File: src/rtl/AHB_PKG.sv
// AHB-Lite transfer and burst encodings shared by bus masters and slaves.
package AHB_PKG;

  typedef enum logic [1:0] {
    TRANS_IDLE   = 2'b00,
    TRANS_BUSY   = 2'b01,
    TRANS_NONSEQ = 2'b10,
    TRANS_SEQ    = 2'b11
  } trans_t;

  typedef enum logic [2:0] {
    BURST_SINGLE = 3'd0,
    BURST_INCR   = 3'd1,
    BURST_WRAP4  = 3'd2,
    BURST_INCR4  = 3'd3,
    BURST_WRAP8  = 3'd4,
    BURST_INCR8  = 3'd5,
    BURST_WRAP16 = 3'd6,
    BURST_INCR16 = 3'd7
  } burst_t;

endpackage

File: src/rtl/tft_pattern_gen_ahb_if.sv
// AHB-Lite slave-side signal bundle for the TFT pattern generator.
//   master modport: drives HADDR/HBURST/HTRANS/HWRITE/HWDATA, observes HRDATA/HREADY/HRESP
//   slave  modport: the reverse
interface tft_pattern_gen_ahb_if;

  logic [31:0]       HADDR;
  AHB_PKG::burst_t   HBURST;
  AHB_PKG::trans_t   HTRANS;
  logic              HWRITE;
  logic [31:0]       HWDATA;
  logic [31:0]       HRDATA;
  logic              HREADY;
  logic              HRESP;

  modport master (
    output HADDR, HBURST, HTRANS, HWRITE, HWDATA,
    input  HRDATA, HREADY, HRESP
  );

  modport slave (
    input  HADDR, HBURST, HTRANS, HWRITE, HWDATA,
    output HRDATA, HREADY, HRESP
  );

endinterface

File: src/rtl/tft_pattern_gen_ahb.sv
// Read-only AHB-Lite slave standing in for a TFT framebuffer: pixel words are
// generated from the word address, a pattern mode and a frame counter.
// Ports:
//   HCLK, HRESET  clock, asynchronous active-high reset
//   bus           AHB-Lite slave bundle (HRDATA/HREADY/HRESP registered)
//   MODE          pattern select, latched in the address phase
//   COLOUR        solid-fill pixel value (low PIXEL_WIDTH bits)
//   FRAME         frame counter, bumps after the last word of a frame is read
module tft_pattern_gen_ahb #(
  parameter logic [31:0] BASE_ADDR   = 32'h0,
  parameter int unsigned WIDTH       = 320,
  parameter int unsigned HEIGHT      = 240,
  parameter int unsigned PIXEL_WIDTH = 16,
  parameter int unsigned WAIT_STATES = 0,
  parameter int unsigned CHECK_SHIFT = 3
) (
  input  logic                        HCLK,
  input  logic                        HRESET,
  tft_pattern_gen_ahb_if.slave        bus,
  input  logic [1:0]                  MODE,
  input  logic [31:0]                 COLOUR,
  output logic [7:0]                  FRAME
);

  import AHB_PKG::*;

  localparam int unsigned PPW         = 32 / PIXEL_WIDTH;
  localparam int unsigned FRAME_WORDS = WIDTH * HEIGHT / PPW;
  localparam logic [31:0] LAST_WORD   = 32'(FRAME_WORDS - 1);
  localparam logic [3:0]  WAIT_LAST   = (WAIT_STATES == 0) ? 4'd0 : 4'(WAIT_STATES - 1);

  typedef enum logic [2:0] {S_IDLE, S_WAIT, S_DATA, S_ERR1, S_ERR2} state_t;

  state_t      state_q, state_d;
  logic [3:0]  wcnt_q, wcnt_d;
  logic [31:0] w_q, w_d;
  logic        wr_q, wr_d;
  logic [1:0]  mode_q, mode_d;
  logic        oor_q, oor_d;
  logic [31:0] hrdata_q, hrdata_d;
  logic        hready_q, hready_d;
  logic        hresp_q, hresp_d;
  logic [7:0]  frame_q, frame_d;

  logic        accept;
  logic [31:0] w_live;
  logic        oor_live;
  logic [31:0] gen_w;
  logic [1:0]  gen_mode;
  logic [31:0] pix_word;
  logic        unused_ok;

  // Pack PPW generated pixels for word index w, pixel 0 in the LSBs.
  function automatic logic [31:0] gen_word(input logic [31:0] w,
                                           input logic [1:0]  mode,
                                           input logic [7:0]  frame,
                                           input logic [PIXEL_WIDTH-1:0] colour);
    logic [31:0] word, p, x, y, chk;
    word = '0;
    for (int k = 0; k < int'(PPW); k++) begin
      p   = w * 32'(PPW) + 32'(k);
      x   = p % 32'(WIDTH);
      y   = p / 32'(WIDTH);
      chk = (x >> CHECK_SHIFT) ^ (y >> CHECK_SHIFT);
      case (mode)
        2'd1:    word[k*PIXEL_WIDTH +: PIXEL_WIDTH] = chk[0] ? {PIXEL_WIDTH{1'b1}} : '0;
        2'd2:    word[k*PIXEL_WIDTH +: PIXEL_WIDTH] = PIXEL_WIDTH'(x + 32'(frame));
        default: word[k*PIXEL_WIDTH +: PIXEL_WIDTH] = colour;
      endcase
    end
    if (mode == 2'd0) word = w;
    return word;
  endfunction

  assign accept   = hready_q && (bus.HTRANS == TRANS_NONSEQ || bus.HTRANS == TRANS_SEQ);
  assign w_live   = (bus.HADDR - BASE_ADDR) >> 2;
  assign oor_live = (bus.HADDR < BASE_ADDR) || (w_live >= 32'(FRAME_WORDS));

  // One generator shared by the zero-wait path (live address) and the end of WAIT (latched).
  assign gen_w    = (state_q == S_WAIT) ? w_q : w_live;
  assign gen_mode = (state_q == S_WAIT) ? mode_q : MODE;
  assign pix_word = gen_word(gen_w, gen_mode, frame_q, COLOUR[PIXEL_WIDTH-1:0]);

  assign unused_ok = ^{bus.HBURST, bus.HWDATA, COLOUR};

  // State and registered outputs.
  always_ff @(posedge HCLK or posedge HRESET) begin
    if (HRESET) begin
      state_q  <= S_IDLE;
      wcnt_q   <= '0;
      w_q      <= '0;
      wr_q     <= 1'b0;
      mode_q   <= '0;
      oor_q    <= 1'b0;
      hrdata_q <= '0;
      hready_q <= 1'b1;
      hresp_q  <= 1'b0;
      frame_q  <= '0;
    end else begin
      state_q  <= state_d;
      wcnt_q   <= wcnt_d;
      w_q      <= w_d;
      wr_q     <= wr_d;
      mode_q   <= mode_d;
      oor_q    <= oor_d;
      hrdata_q <= hrdata_d;
      hready_q <= hready_d;
      hresp_q  <= hresp_d;
      frame_q  <= frame_d;
    end
  end

  // Next state, latched address-phase info and next output values.
  always_comb begin
    state_d  = state_q;
    wcnt_d   = wcnt_q;
    w_d      = w_q;
    wr_d     = wr_q;
    mode_d   = mode_q;
    oor_d    = oor_q;
    hrdata_d = hrdata_q;
    frame_d  = frame_q;

    case (state_q)
      S_IDLE: ;
      S_WAIT: begin
        if (wcnt_q == WAIT_LAST) begin
          if (oor_q) begin
            state_d  = S_ERR1;
            hrdata_d = '0;
          end else begin
            state_d = S_DATA;
            if (!wr_q) hrdata_d = pix_word;
          end
        end else begin
          wcnt_d = wcnt_q + 4'd1;
        end
      end
      S_DATA: begin
        state_d = S_IDLE;
        if (!wr_q && w_q == LAST_WORD) frame_d = frame_q + 8'd1;
      end
      S_ERR1:  state_d = S_ERR2;
      S_ERR2:  state_d = S_IDLE;
      default: state_d = S_IDLE;
    endcase

    // A new address phase overrides the return to IDLE (back-to-back pipelining).
    if (accept) begin
      w_d    = w_live;
      wr_d   = bus.HWRITE;
      mode_d = MODE;
      oor_d  = oor_live;
      wcnt_d = '0;
      if (WAIT_STATES != 0) begin
        state_d = S_WAIT;
      end else if (oor_live) begin
        state_d  = S_ERR1;
        hrdata_d = '0;
      end else begin
        state_d = S_DATA;
        if (!bus.HWRITE) hrdata_d = pix_word;
      end
    end

    hready_d = (state_d == S_IDLE) || (state_d == S_DATA) || (state_d == S_ERR2);
    hresp_d  = (state_d == S_ERR1) || (state_d == S_ERR2);
  end

  assign bus.HRDATA = hrdata_q;
  assign bus.HREADY = hready_q;
  assign bus.HRESP  = hresp_q;
  assign FRAME      = frame_q;

endmodule

File: src/flat_wrapper.sv
// flat-port wrapper written by rule: the top's interface ports become plain ports
module tft_pattern_gen_ahb_flat import AHB_PKG::*;
#(
  parameter logic [31:0] BASE_ADDR   = 32'h0,
  parameter int unsigned WIDTH       = 320,
  parameter int unsigned HEIGHT      = 240,
  parameter int unsigned PIXEL_WIDTH = 16,
  parameter int unsigned WAIT_STATES = 0,
  parameter int unsigned CHECK_SHIFT = 3
)
  (HCLK, HRESET, MODE, COLOUR, FRAME, bus_HADDR, bus_HBURST, bus_HTRANS, bus_HWRITE, bus_HWDATA, bus_HRDATA, bus_HREADY, bus_HRESP);
  tft_pattern_gen_ahb_if bus_i ();
  input  logic HCLK;
  input  logic HRESET;
  input  logic [1:0] MODE;
  input  logic [31:0] COLOUR;
  output logic [7:0] FRAME;
  input wire logic [$bits(bus_i.HADDR)-1:0] bus_HADDR;
  input wire logic [$bits(bus_i.HBURST)-1:0] bus_HBURST;
  input wire logic [$bits(bus_i.HTRANS)-1:0] bus_HTRANS;
  input wire logic [$bits(bus_i.HWRITE)-1:0] bus_HWRITE;
  input wire logic [$bits(bus_i.HWDATA)-1:0] bus_HWDATA;
  output wire logic [$bits(bus_i.HRDATA)-1:0] bus_HRDATA;
  output wire logic [$bits(bus_i.HREADY)-1:0] bus_HREADY;
  output wire logic [$bits(bus_i.HRESP)-1:0] bus_HRESP;
  assign bus_i.HADDR = bus_HADDR;
  assign bus_i.HBURST = bus_HBURST;
  assign bus_i.HTRANS = bus_HTRANS;
  assign bus_i.HWRITE = bus_HWRITE;
  assign bus_i.HWDATA = bus_HWDATA;
  assign bus_HRDATA = bus_i.HRDATA;
  assign bus_HREADY = bus_i.HREADY;
  assign bus_HRESP = bus_i.HRESP;
  tft_pattern_gen_ahb #(.BASE_ADDR(BASE_ADDR), .WIDTH(WIDTH), .HEIGHT(HEIGHT), .PIXEL_WIDTH(PIXEL_WIDTH), .WAIT_STATES(WAIT_STATES), .CHECK_SHIFT(CHECK_SHIFT)) u_core (.HCLK(HCLK), .HRESET(HRESET), .bus(bus_i), .MODE(MODE), .COLOUR(COLOUR), .FRAME(FRAME));
endmodule
File: config.mk
export PLATFORM = sky130hd
export DESIGN_NAME = tft_pattern_gen_ahb_flat
export DESIGN_NICKNAME = d
export VERILOG_FILES = /design/src/rtl/AHB_PKG.sv /design/src/rtl/tft_pattern_gen_ahb_if.sv /design/src/rtl/tft_pattern_gen_ahb.sv /design/src/flat_wrapper.sv
export SDC_FILE = /design/constraint.sdc
export NUM_CORES = 1
export LEC_CHECK = 0
export CORE_UTILIZATION = 45
export CTS_CLUSTER_SIZE = 30
export DETAILED_ROUTE_END_ITERATION = 10
export GPL_ROUTABILITY_DRIVEN = 0
export HOLD_SLACK_MARGIN = 0.12
export PLACE_DENSITY = 0.71
export REMOVE_ABC_BUFFERS = 1
export SLEW_MARGIN = 10
export SYNTH_ARGS = -nofsm -noshare
export SYNTH_HDL_FRONTEND = slang
export SYNTH_SLANG_ARGS = --single-unit
File: constraint.sdc
create_clock -name HCLK -period 8.4 [get_ports HCLK]
set_input_delay 1.26 -clock HCLK [delete_from_list [all_inputs] [get_ports HCLK]]
set_output_delay 1.26 -clock HCLK [all_outputs]
set_load 0.01 [all_outputs]
==> impl_metrics.env, run 1 <==
export IMPL_finish_instance_area_um2=13300
export IMPL_yosysTopAreaCell="dfrtp_1"
export IMPL_place_port_buffers=93
export IMPL_synth_compound_area_share_pct=31.8
export IMPL_postCtsHoldBufs=0
export IMPL_crit_path_frequent_cell="buf_4"
export IMPL_grt_max_degree=75
export IMPL_root_buffer="clkbuf_16"
export IMPL_grt_pass1_vias=10217
export IMPL_setup_worst_path_end_class="flop"
export IMPL_setup_violations=17
export IMPL_synthXorXnorAreaFrac_pct=2.89
export IMPL_netlist_top_cells_area="dfrtp_1 (23%), nand2_1 (6.5%), a21oi_1 (5.6%)"
export IMPL_worst_slew_pin_slew_ns=1.33
export IMPL_cts_sinks=83
export IMPL_max_clock_path_buffers=2
export IMPL_rsz0062_at_grt="yes"
export IMPL_io_pins=148
export IMPL_drcViolationCount=0
export IMPL_ys_ff_latch=83
export IMPL_final_common_cell="buf_4"
export IMPL_synth_simple_area_share_pct=24.6
export IMPL_yosys_warnings=0
export IMPL_skew_ns=0.00797
export IMPL_yosys_cell_types_count=104
export IMPL_required_ns=8.63
export IMPL_initial_core_util_pct=46.5
export IMPL_dp_hpwl_um=22300
export IMPL_worst_slew_margin_rel_pct=8.76
export IMPL_antenna_found_initial=0
export IMPL_drtPass1Iterations=6
export IMPL_dpl_instance_area_um2=11300
export IMPL_layout_setup_ws_ns=-0.851
export IMPL_crit_path_start_kind="primary input"
export IMPL_worstPathArrival_ns=9.48
export IMPL_synthMuxAreaShare_pct=9.00
export IMPL_dp_slack_ns=-1.56
export IMPL_synthCells=1139
export IMPL_outcome="complete, but fails checks"
export IMPL_grt_overflow_total=0
export IMPL_violations="negative setup slack"
export IMPL_drive_gt1_share_pct=35.7
export IMPL_slowest_delay_ns=0.39
export IMPL_synth_edf_count=0
export IMPL_wirelength_um=35000
export IMPL_hold_path_class="flop to flop"
export IMPL_htree_levels=3
export IMPL_synth_adder_area_share_pct=3.30
export IMPL_syn_area_per_cell_um2=7.71
export IMPL_vias=11038
export IMPL_dp_cells=1617
export IMPL_criticalPathCategory="primary input to flop"
export IMPL_stdcell_count=1689
export IMPL_clkTransAtPathRegs_ns=0.07
export IMPL_antenna_cells=0
export IMPL_maxSlewViolCount=0
export IMPL_final_cell_mix="buf_4 (224), nand2_1 (144), nor2_1 (92), clkdlybuf4s50_1 (87), dfrtp_1 (82)"
export IMPL_final_nets=1552
export IMPL_synth_top_area_share_pct=23.4
export IMPL_synth_area_um2=8790
export IMPL_synthFlopType="dfrtp_1"
export IMPL_chipWidth_um=142
export IMPL_whs_ns=0.504
export IMPL_tritoncts="yes"
export IMPL_worstSkewPairLatency_ns=0.34
export IMPL_hold_path_depth=1
export IMPL_ant_nets=0
export IMPL_die_y_um=142
export IMPL_numCtsBuffers=9
export IMPL_grt_pass1_wl_um=52600
export IMPL_worstRegToRegCells=44
export IMPL_area_growth_pct=50.8
export IMPL_core_area_um2=18900
export IMPL_placementRows=50
export IMPL_grt_usage_pct=32.5
export IMPL_synthArstFlopShare_pct=100
export IMPL_fmax_ghz=0.108
export IMPL_layout_min_cycle_time_ns=9.25
export IMPL_synth_top_family_by_area="compound AO/OA/AOI/OAI gates"
export IMPL_finalHoldViolations=0
export IMPL_drt_iter0_drc=1425
export IMPL_wl_per_cell_um=20.7
export IMPL_max_cap_violations=0
export IMPL_routed_via_density=6.54
export IMPL_cp_slowest_cell="a311o_1"
export IMPL_dieArea_um2=20100
export IMPL_path_max_fanout=6
export IMPL_ys_seq_area_share_pct=23.7
export IMPL_period_share_pct=110
## critical path, delay by kind of cell
kind / cells / cell delay (ns)
AOI/OAI and AO/OA: 20 / 4.69
buffers and inverters: 8 / 1.25
and+or+nand+nor: 12 / 1.57
muxes: 1 / 0.35
adders and majority gates: 1 / 0.23
xor gates and xnor gates: 1 / 0.12
## final timing paths
kind,startpoint,endpoint,slack (ns)
worst max-delay path,bus_HADDR[29],u_core.bus.HRDATA[7],-0.85
worst min-delay path,u_core.mode_q[1],u_core.mode_q[1],0.50
worst max register to register,u_core.state_q[1],u_core.bus.HRDATA[7],-0.64
worst min register to register,u_core.mode_q[1],u_core.mode_q[1],0.50
max in group asynchronous,HRESET,u_core.w_q[21],6.07
min in group asynchronous,HRESET,u_core.wcnt_q[2],1.13
## final cells by class
| class | instances | area, um^2 |
|---|---|---|
| fillers | 1371 | 5640 |
| well taps | 260 | 325 |
| multi-input cells | 961 | 7460 |
| repair buffers | 350 | 3020 |
| clock buffers | 9 | 225 |
| flip-flops and latches | 83 | 2080 |
| inverters | 19 | 72.6 |
| clock inverters | 7 | 73.8 |
## flip-flops by register name, summed over array words and instances, names as in the netlist
| signal | cells |
|---|---|
| u_core.w_q | 30 |
| u_core.bus.HREADY | 1 |
| u_core.bus.HRESP | 1 |
| u_core.FRAME | 8 |
| u_core.bus.HRDATA | 32 |
| u_core.wr_q | 1 |
| u_core.state_q | 3 |
| u_core.wcnt_q | 4 |
| u_core.oor_q | 1 |
| u_core.mode_q | 2 |
## timing repair
item | CTS | global route
pin swaps | 81 | 68
gates resized for setup | 155 | 123
setup endpoints to repair | 32 | 32
buffers inserted | 34 | 25
## Yosys cell counts, types with 5 or more instances
cell      count
a211o_1       5
a211oi_1     37
a21o_1       19
a21oi_1      98
a221oi_1     17
a221oi_2      6
a22oi_1       8
a31oi_1       9
and2_1        5
and3_1        6
buf_1        10
buf_2        10
buf_6         5
clkbuf_1     48
dfrtp_1      82
ha_1         20
inv_1        19
mux2_2       38
mux2i_1      31
nand2_1     153
nand2b_1     11
nand3_1      36
nand3b_1      5
nand4_1      24
nor2_1       99
nor2b_1       7
nor3_1       28
nor3b_1       5
nor4_1       15
o211ai_1     14
o21ai_0      70
o21ai_1       9
o21bai_1      6
o22ai_1       5
o31ai_1      10
or2_2         5
or3_1         8
xnor2_1      16
xor2_1       13
## metal layers
metal	up-vias	GRT usage (%)	part of all wire [%]
li1	4889	-	-
met1	5260	44.4	41
met2	727	50.9	45
met3	162	3.58	8.7
met4	0	16.6	5.3
met5	-	0	0
## stage by stage
stage | utilization [%] | setup TNS, ns
after floorplan | - | -10.16
after global placement | 59.7 | -27.59
after detailed placement | 59.7 | -32.68
after CTS | 65.7 | -1.73
after global routing | 70.2 | -15.05
final | 70.2 | -6.38
## cells by family (layout without fill, tap and decap cells)
family,Yosys count,after routing
AOI/OAI and AO/OA,395,395
DFF,83,83
adders and majority gates,22,22
muxes,73,73
and+or+nand+nor,442,442
buffers and inverters,95,385
xor gates and xnor gates,29,29
Power of run 1 is not shown: default switching activity piles up to over one toggle a cycle in this logic, so the estimate is an artifact.
==> run 2, diff against run 1 <==
Settings changed: CAP_MARGIN set to 5.
==> results of run 2 <==
No change in the layout: final DEF, timing and power equal those of run 1.
Power of run 2 is left out for the same reason.
